File: src/rtl/ram1r_stream_reader_pkg.sv
// Shared types for the RAM read-stream engine: FSM state encoding and the
// output-buffer sizing used by both the top and the 2-entry FIFO.
package ram1r_stream_reader_pkg;

    // Command sequencing states
    typedef enum logic [1:0] {
        IDLE  = 2'd0,
        ISSUE = 2'd1,
        DRAIN = 2'd2
    } ramrd_state_t;

    // Output buffer depth; also the number of read credits
    localparam int RAMRD_FIFO_DEPTH = 2;

    // Occupancy of the output buffer (0..2)
    typedef logic [1:0] ramrd_occ_t;

endpackage : ram1r_stream_reader_pkg

File: src/rtl/ram1r_stream_reader_if.sv
// Bundle of command, status, RAM read-port and output-stream signals.
// master: command source / RAM / consumer side; slave: the read engine.
interface ram1r_stream_reader_if #(
    parameter int DEPTH = 1024,
    parameter int WIDTH = 68
);
    localparam int AW = $clog2(DEPTH);

    logic             Start;
    logic [AW-1:0]    StartAdr;
    logic [AW:0]      Len;
    logic             Busy;
    logic             Done;
    logic             Err;
    logic             ce1;
    logic [AW-1:0]    ra1;
    logic [WIDTH-1:0] rd1;
    logic             OutValid;
    logic             OutReady;
    logic [WIDTH-1:0] OutData;

    modport master (
        output Start, StartAdr, Len, rd1, OutReady,
        input  Busy, Done, Err, ce1, ra1, OutValid, OutData
    );

    modport slave (
        input  Start, StartAdr, Len, rd1, OutReady,
        output Busy, Done, Err, ce1, ra1, OutValid, OutData
    );

endinterface : ram1r_stream_reader_if

File: src/rtl/ram1r_stream_reader_fifo2.sv
// Two-entry WIDTH-bit FIFO holding read words the consumer has not taken yet.
// Storage is cleared on reset so the head reads as zero out of reset.
module ramrd_fifo2
    import ram1r_stream_reader_pkg::*;
#(
    parameter int WIDTH = 68
) (
    input  logic             clk,
    input  logic             reset,
    input  logic             push_i,
    input  logic             pop_i,
    input  logic [WIDTH-1:0] din_i,
    output logic [WIDTH-1:0] dout_o,
    output ramrd_occ_t       occ_o
);

    logic [WIDTH-1:0] mem_q [2];
    logic             wr_ptr_q;
    logic             rd_ptr_q;
    ramrd_occ_t       occ_q;
    ramrd_occ_t       occ_d;

    // Occupancy follows push/pop; simultaneous push and pop leaves it unchanged
    always_comb begin
        occ_d = occ_q;
        if (push_i && !pop_i) begin
            occ_d = occ_q + 2'd1;
        end else if (pop_i && !push_i) begin
            occ_d = occ_q - 2'd1;
        end
    end

    // Storage, pointers and occupancy registers
    always_ff @(posedge clk or posedge reset) begin
        if (reset) begin
            mem_q[0] <= '0;
            mem_q[1] <= '0;
            wr_ptr_q <= 1'b0;
            rd_ptr_q <= 1'b0;
            occ_q    <= '0;
        end else begin
            if (push_i) begin
                mem_q[wr_ptr_q] <= din_i;
                wr_ptr_q        <= ~wr_ptr_q;
            end
            if (pop_i) begin
                rd_ptr_q <= ~rd_ptr_q;
            end
            occ_q <= occ_d;
        end
    end

    assign dout_o = mem_q[rd_ptr_q];
    assign occ_o  = occ_q;

endmodule : ramrd_fifo2

File: src/rtl/ram1r_stream_reader.sv
// Block-read engine for the read port of a 1R/1W SRAM. A command (start
// address, length) is turned into back-to-back ce1/ra1 accesses; returning
// words are streamed out in order on a valid/ready interface.
//
// Build option: define RAMRD_WRAP_EN to let the address counter wrap from
// DEPTH-1 to 0; otherwise commands running past the end of the RAM are
// rejected with Err.
//
// Pipeline: the issue decision in cycle t is registered into ce1/ra1 (cycle
// t+1); the RAM returns the word on rd1 in cycle t+2. A word on rd1 is shown
// directly on OutData when the buffer is empty, otherwise it is queued.
// Credits cover buffered words, the word on rd1 and the access on ce1, so at
// most two words are ever owed to the consumer.
module ram1r_stream_reader
    import ram1r_stream_reader_pkg::*;
#(
    parameter int DEPTH = 1024,
    parameter int WIDTH = 68
) (
    input  logic                 clk,
    input  logic                 reset,
    ram1r_stream_reader_if.slave bus
);

    localparam int AW = $clog2(DEPTH);
    localparam int LW = AW + 1;
    localparam logic [LW-1:0] DEPTH_L = LW'(DEPTH);

    ramrd_state_t     state_q, state_d;
    logic [AW-1:0]    addr_q, addr_d;
    logic [LW-1:0]    rem_q, rem_d;
    logic             ce1_q, ce1_d;
    logic [AW-1:0]    ra1_q, ra1_d;
    logic             done_q, done_d;
    logic             err_q, err_d;
    logic             rdv_q;
    logic             busy_q;

    ramrd_occ_t       occ;
    logic [WIDTH-1:0] head;
    logic             fifo_push;
    logic             fifo_pop;
    logic             fifo_empty;
    logic             out_valid;
    logic             pop;
    logic [2:0]       pending;
    logic [2:0]       after_pop;
    logic             credit_ok;
    logic             drained;
    logic             cmd_bad;
    logic             busy;

`ifdef RAMRD_WRAP_EN
    assign cmd_bad = (bus.Len > DEPTH_L);
`else
    logic [AW+1:0] end_adr;
    assign end_adr = {2'b00, bus.StartAdr} + {1'b0, bus.Len};
    assign cmd_bad = (end_adr > {1'b0, DEPTH_L});
`endif

    // Output stream: a word on rd1 bypasses the empty buffer
    assign fifo_empty = (occ == 2'd0);
    assign out_valid  = !fifo_empty || rdv_q;
    assign pop        = out_valid && bus.OutReady;
    assign fifo_pop   = pop && !fifo_empty;
    assign fifo_push  = rdv_q && !(pop && fifo_empty);

    // Credit accounting: words owed after this cycle's pop
    assign pending   = {1'b0, occ} + {2'b00, ce1_q} + {2'b00, rdv_q};
    assign after_pop = pending - {2'b00, pop};
    assign credit_ok = (after_pop < 3'(RAMRD_FIFO_DEPTH));
    assign drained   = (after_pop == 3'd0);

    ramrd_fifo2 #(
        .WIDTH (WIDTH)
    ) u_fifo (
        .clk    (clk),
        .reset  (reset),
        .push_i (fifo_push),
        .pop_i  (fifo_pop),
        .din_i  (bus.rd1),
        .dout_o (head),
        .occ_o  (occ)
    );

    // Next-state, issue and completion decisions
    always_comb begin
        state_d = state_q;
        addr_d  = addr_q;
        rem_d   = rem_q;
        ce1_d   = 1'b0;
        ra1_d   = ra1_q;
        done_d  = 1'b0;
        err_d   = 1'b0;
        unique case (state_q)
            IDLE: begin
                if (bus.Start && !busy_q) begin
                    if (bus.Len == '0) begin
                        done_d = 1'b1;
                    end else if (cmd_bad) begin
                        done_d = 1'b1;
                        err_d  = 1'b1;
                    end else begin
                        ce1_d   = 1'b1;
                        ra1_d   = bus.StartAdr;
                        addr_d  = bus.StartAdr + AW'(1);
                        rem_d   = bus.Len - LW'(1);
                        state_d = (bus.Len == LW'(1)) ? DRAIN : ISSUE;
                    end
                end
            end
            ISSUE: begin
                if (credit_ok && (rem_q != '0)) begin
                    ce1_d  = 1'b1;
                    ra1_d  = addr_q;
                    addr_d = addr_q + AW'(1);
                    rem_d  = rem_q - LW'(1);
                    if (rem_q == LW'(1)) begin
                        state_d = DRAIN;
                    end
                end
            end
            DRAIN: begin
                if (drained) begin
                    done_d  = 1'b1;
                    state_d = IDLE;
                end
            end
            default: begin
                state_d = IDLE;
            end
        endcase
    end

    // Control registers; reset abandons any command and in-flight read
    always_ff @(posedge clk or posedge reset) begin
        if (reset) begin
            state_q <= IDLE;
            addr_q  <= '0;
            rem_q   <= '0;
            ce1_q   <= 1'b0;
            ra1_q   <= '0;
            done_q  <= 1'b0;
            err_q   <= 1'b0;
            rdv_q   <= 1'b0;
            busy_q  <= 1'b0;
        end else begin
            state_q <= state_d;
            addr_q  <= addr_d;
            rem_q   <= rem_d;
            ce1_q   <= ce1_d;
            ra1_q   <= ra1_d;
            done_q  <= done_d;
            err_q   <= err_d;
            rdv_q   <= ce1_q;
            busy_q  <= (state_q != IDLE);
        end
    end

    // Busy covers the whole command including the Done cycle
    assign busy = (state_q != IDLE) || busy_q;

    assign bus.Busy     = busy;
    assign bus.Done     = done_q;
    assign bus.Err      = err_q;
    assign bus.ce1      = ce1_q;
    assign bus.ra1      = ra1_q;
    assign bus.OutValid = out_valid;
    assign bus.OutData  = (fifo_empty && rdv_q) ? bus.rd1 : head;

endmodule : ram1r_stream_reader

File: src/flat_wrapper.sv
// flat-port wrapper written by rule: the top's interface ports become plain ports
module ram1r_stream_reader_flat import ram1r_stream_reader_pkg::*;
#(
    parameter int DEPTH = 1024,
    parameter int WIDTH = 68
)
  (clk, reset, bus_Start, bus_StartAdr, bus_Len, bus_rd1, bus_OutReady, bus_Busy, bus_Done, bus_Err, bus_ce1, bus_ra1, bus_OutValid, bus_OutData);
  ram1r_stream_reader_if #(.DEPTH(DEPTH), .WIDTH(WIDTH)) bus_i ();
  input  logic clk;
  input  logic reset;
  input wire logic [$bits(bus_i.Start)-1:0] bus_Start;
  input wire logic [$bits(bus_i.StartAdr)-1:0] bus_StartAdr;
  input wire logic [$bits(bus_i.Len)-1:0] bus_Len;
  input wire logic [$bits(bus_i.rd1)-1:0] bus_rd1;
  input wire logic [$bits(bus_i.OutReady)-1:0] bus_OutReady;
  output wire logic [$bits(bus_i.Busy)-1:0] bus_Busy;
  output wire logic [$bits(bus_i.Done)-1:0] bus_Done;
  output wire logic [$bits(bus_i.Err)-1:0] bus_Err;
  output wire logic [$bits(bus_i.ce1)-1:0] bus_ce1;
  output wire logic [$bits(bus_i.ra1)-1:0] bus_ra1;
  output wire logic [$bits(bus_i.OutValid)-1:0] bus_OutValid;
  output wire logic [$bits(bus_i.OutData)-1:0] bus_OutData;
  assign bus_i.Start = bus_Start;
  assign bus_i.StartAdr = bus_StartAdr;
  assign bus_i.Len = bus_Len;
  assign bus_i.rd1 = bus_rd1;
  assign bus_i.OutReady = bus_OutReady;
  assign bus_Busy = bus_i.Busy;
  assign bus_Done = bus_i.Done;
  assign bus_Err = bus_i.Err;
  assign bus_ce1 = bus_i.ce1;
  assign bus_ra1 = bus_i.ra1;
  assign bus_OutValid = bus_i.OutValid;
  assign bus_OutData = bus_i.OutData;
  ram1r_stream_reader #(.DEPTH(DEPTH), .WIDTH(WIDTH)) u_core (.clk(clk), .reset(reset), .bus(bus_i));
endmodule
File: config.mk
export PLATFORM = sky130hd
export DESIGN_NAME = ram1r_stream_reader_flat
export DESIGN_NICKNAME = d
export VERILOG_FILES = /design/src/rtl/ram1r_stream_reader_pkg.sv /design/src/rtl/ram1r_stream_reader_if.sv /design/src/rtl/ram1r_stream_reader_fifo2.sv /design/src/rtl/ram1r_stream_reader.sv /design/src/flat_wrapper.sv
export SDC_FILE = /design/constraint.sdc
export NUM_CORES = 1
export LEC_CHECK = 0
export CORE_UTILIZATION = 50
export CTS_CLUSTER_SIZE = 20
export DETAILED_ROUTE_END_ITERATION = 8
export HOLD_SLACK_MARGIN = 0.1
export PLACE_DENSITY = 0.84
export SETUP_SLACK_MARGIN = 0.5
export SYNTH_ARGS = -nofsm -noshare
export SYNTH_HDL_FRONTEND = slang
export SYNTH_SLANG_ARGS = --single-unit
File: constraint.sdc
create_clock -name clk -period 8.25 [get_ports clk]
set_input_delay 2.0625 -clock clk [delete_from_list [all_inputs] [get_ports clk]]
set_output_delay 2.0625 -clock clk [all_outputs]
set_load 0.01 [all_outputs]
==> impl_results.rst <==
.. list-table::
   :header-rows: 1

   * - Metric
     - Value
   * - Required time worst endpoint
     - about 8.6 ns
   * - Kind of end point of the critical path
     - register
   * - Class of the tightest hold or removal check
     - reg2reg
   * - Cell area power density
     - roughly 400 nW/um^2
   * - Via count
     - ~7400
   * - Antenna diode instance count
     - 0
   * - Largest net degree at the start of global routing
     - 97
   * - Minimum clock period after layout
     - 5.68 ns
   * - Placer Congestion
     - about 0.86
   * - Net switching power
     - around 1.8 mW
   * - Clock Latency Late Sink
     - between 0.4 and 0.5 ns
   * - Post-DR vias/cell
     - around 5.6
   * - Ratio of cells with drive above 1 in the final layout
     - about a fifth
   * - Critical path class
     - in2reg
   * - Flip-flop cell with the highest count after synthesis
     - dfrtp_1
   * - Highest achievable clock rate
     - 0.176 GHz
   * - Count of mapped cells out of synthesis
     - 900
   * - Width of the die
     - 141 microns
   * - Distinct cells, synth
     - 66
   * - Setup violators final
     - 0
   * - Post-synthesis net count
     - between 1000 and 1500
   * - Top-count cell post-synth
     - dfrtp_1
   * - RSZ-0062 raised after global routing
     - no
   * - Switching Fraction
     - 36.8%
   * - Top post-synthesis cells by area
     - dfrtp_1 46%, mux2_2 17%, mux2i_1 7.9%, o21ai_0 4.2%, nand2_1 3.8%
   * - Sequential cell area fraction in the yosys report
     - a little under half
   * - Worst-case clock skew
     - slightly below 0.009 ns
   * - Via count of the first global-routing pass
     - about 7400
   * - Internal power component
     - 3.06 mW
   * - Final-layout setup total negative slack
     - 0 ns
   * - Wire length of the first global-routing pass
     - approximately 37000 microns
   * - Overall global routing resource usage
     - 23.3%
   * - Number of rows in the core area
     - 50
   * - Cell type with the highest aggregate area in the netlist
     - dfrtp_1
   * - CTS tree
     - yes
   * - HPWL Detailed
     - 15100 microns
   * - Post-layout nets
     - about 1200
   * - Wire per inst
     - roughly 17 microns
   * - Tcrit/Tclk final
     - between 60 and 70%
   * - Maximum fanout encountered on the critical timing path
     - between 40 and 50
   * - Antenna violation net count after detailed routing
     - 0
   * - Residual DRC count
     - 0
   * - Arr. time, crit path
     - 5.98 ns
   * - Clock transition time at the flip-flop clock pins of the worst setup and hold paths
     - roughly 0.07 ns
   * - Register bit count reported by yosys
     - 178
   * - Final Hold Fails
     - 0
   * - Power share of the combinational group
     - between 50% and 60%
   * - GRT overflow
     - 0
   * - Cell leakage power
     - just over 5 nW
   * - Transition time of the tightest slew-check pin
     - between 1 and 1.5 ns
   * - Cell Area, Synth
     - around 9700 sq um
   * - Clock power share
     - approximately 16%
   * - Number of max-slew violations in the final report
     - 0
   * - Post-synth EDFFs
     - 0
   * - Setup crit start kind
     - input port
   * - Post-cts resize count
     - 0
   * - Number of antenna violations at the first check in global routing
     - 0
   * - Number of CTS-inserted buffers
     - 17
   * - Post-synthesis average cell area
     - roughly 11 sq um
   * - Starting Density
     - 51.3%
   * - Area added between synthesis and finish
     - 26.0%
   * - Top-Level Pins
     - between 150 and 200
   * - Max-capacitance violation count
     - 0
   * - Die Footprint
     - roughly 20000 sq um
   * - Total Power
     - slightly below 5 mW
   * - Die Y
     - 141 microns
   * - Routed wire length
     - 22400 microns
   * - Post-CTS Setup Inserts
     - 0
   * - Status
     - complete, no violations
   * - Total of buffers placed on input and output ports
     - 175
   * - Area of the core
     - roughly 19000 sq um
   * - Largest voltage drop on the vdd net
     - about 0.28 mV
   * - Pre-antenna DRT Iters
     - 5
   * - Number of warnings printed during yosys synthesis
     - 0
   * - Commonest cells in the netlist
     - 178 x dfrtp_1, 142 x mux2_2, 97 x nand2_1
   * - Worst rel slew slack
     - about 28%
   * - H-Tree Depth
     - 4
   * - Clock tree root driver cell
     - clkbuf_16
   * - Worst-case clock buffer depth
     - 2
   * - Violation count after the first detailed-route iteration
     - between 400 and 500
   * - Relative contribution of sequential cells to total power
     - 33.0%
   * - Share of flip-flops with an asynchronous set or reset after synthesis
     - 100%
   * - Hold buffer count at CTS
     - 0
   * - Top cell type's share of synthesized area
     - roughly 46%
   * - Number of sinks on the clock net
     - 178
-- critical path, cell delays in order --
cell and delay (ns):
clkdlybuf4s50_1 0.60, ha_1 0.26, inv_1 0.07, fa_1 0.39
nand2b_1 0.22, a211oi_1 0.27, o21ai_0 0.19, a211oi_1 0.28
nand4_2 0.17, a21oi_4 0.17, buf_4 0.40, nor2_1 0.17
inv_2 0.33, mux2_2 0.39
-- power by group through the flow --
| stage | sequential, mW | combinational (mW) | clock, mW |
|---|---|---|---|
| floorplan | 1.51 | 1.55 | 0 |
| global placement | 1.57 | 2.42 | 0 |
| detailed placement | 1.60 | 2.49 | 0 |
| CTS | 1.59 | 2.50 | 0.788 |
| global route | 1.65 | 2.68 | 0.828 |
| finish | 1.60 | 2.47 | 0.770 |
-- per-layer routing --
| layer | vias to the layer above | GRT usage (%) | part of all wire, % |
|---|---|---|---|
| met2 | 190 | 39.9 | 49 |
| met3 | 37 | 3.97 | 4.3 |
| met5 | - | 0 | 0 |
| met1 | 3644 | 29.6 | 44 |
| met4 | 0 | 8.92 | 2.4 |
| li1 | 3561 | - | - |
-- placed cells by master, fill, tap and decap left out, types with 5 or more instances in the layout --
cell type	Yosys	layout
xnor2_1	8	8
mux2i_1	76	76
ha_1	17	17
nand3_1	16	15
buf_4	3	9
and2_1	6	6
clkbuf_16	0	17
nor2_1	36	34
inv_1	18	17
or3_1	5	5
a211o_1	6	6
xor2_1	5	5
a31oi_1	6	6
nand2_1	97	97
a211oi_1	6	6
and3_1	5	5
nor3_1	24	23
o211ai_1	5	5
a21oi_1	31	31
clkdlybuf4s50_1	0	175
nand2b_1	6	6
inv_6	0	7
o21ai_0	82	82
o2bb2ai_1	5	5
dfrtp_1	178	177
mux2_2	142	142
-- final cells by class --
class / instances / area (sq um)
sequential: 178 / 4460
tap: 260 / 325
clock inverter: 15 / 138
inverter: 19 / 76.3
clock buffer: 17 / 425
fill: 1460 / 6660
timing repair buffer: 184 / 1820
multi-input combinational: 649 / 4920
-- metrics by stage --
step / instance area (sq um) / setup WS (ns) / util, % / hold slack, ns / std cells
after global routing: 12200 / 2.21 / 64.6 / 0.482 / 1322
final: 12200 / 2.57 / 64.6 / 0.463 / 1322
after global placement: 11600 / 2.29 / 61.6 / 0.458 / 1290
after floorplan: 9660 / 1.36 / - / 0.435 / 900
after detailed placement: 11600 / 2.12 / 61.6 / 0.449 / 1290
after CTS: 12200 / 2.57 / 64.6 / 0.466 / 1322
-- cells by family after synthesis --
group	synth area share, %
simple gates	10.2
xor+xnor	1.18
flops	46.1
mux	24.4
compound gates	12.1
fa+ha+maj	2.82
buf+inv	3.17
-- path summary, 6_finish.rpt --
check | startpoint | end | slack (ns) | cells past startpoint
max | bus_Len[0] | u_core.bus.ra1[4]$_DFFE_PP0P_ | 2.57 | 14
min | u_core.bus.ce1$_DFF_PP0_ | u_core.rdv_q$_DFF_PP0_ | 0.46 | 0
max reg2reg | u_core.rdv_q$_DFF_PP0_ | u_core.bus.ra1[4]$_DFFE_PP0P_ | 4.10 | 15
min reg2reg | u_core.bus.ce1$_DFF_PP0_ | u_core.rdv_q$_DFF_PP0_ | 0.46 | 0
max in group asynchronous | reset | u_core.u_fifo.mem_q[85]$_DFFE_PP0P_ | 4.45 | 3
min in group asynchronous | reset | u_core.u_fifo.mem_q[118]$_DFFE_PP0P_ | 2.18 | 2
-- state kept, by name, indices dropped and copies added, names as in the netlist --
register,count
u_core.rdv_q,1
u_core.u_fifo.mem_q,136
u_core.u_fifo.occ_o,2
u_core.bus.Err,1
u_core.u_fifo.rd_ptr_q,1
u_core.u_fifo.wr_ptr_q,1
u_core.busy_q,1
u_core.bus.Done,1
u_core.bus.ce1,1
u_core.bus.ra1,10
u_core.addr_q,10
u_core.state_q,2
u_core.rem_q,11
(Power assumes the default switching activity.)
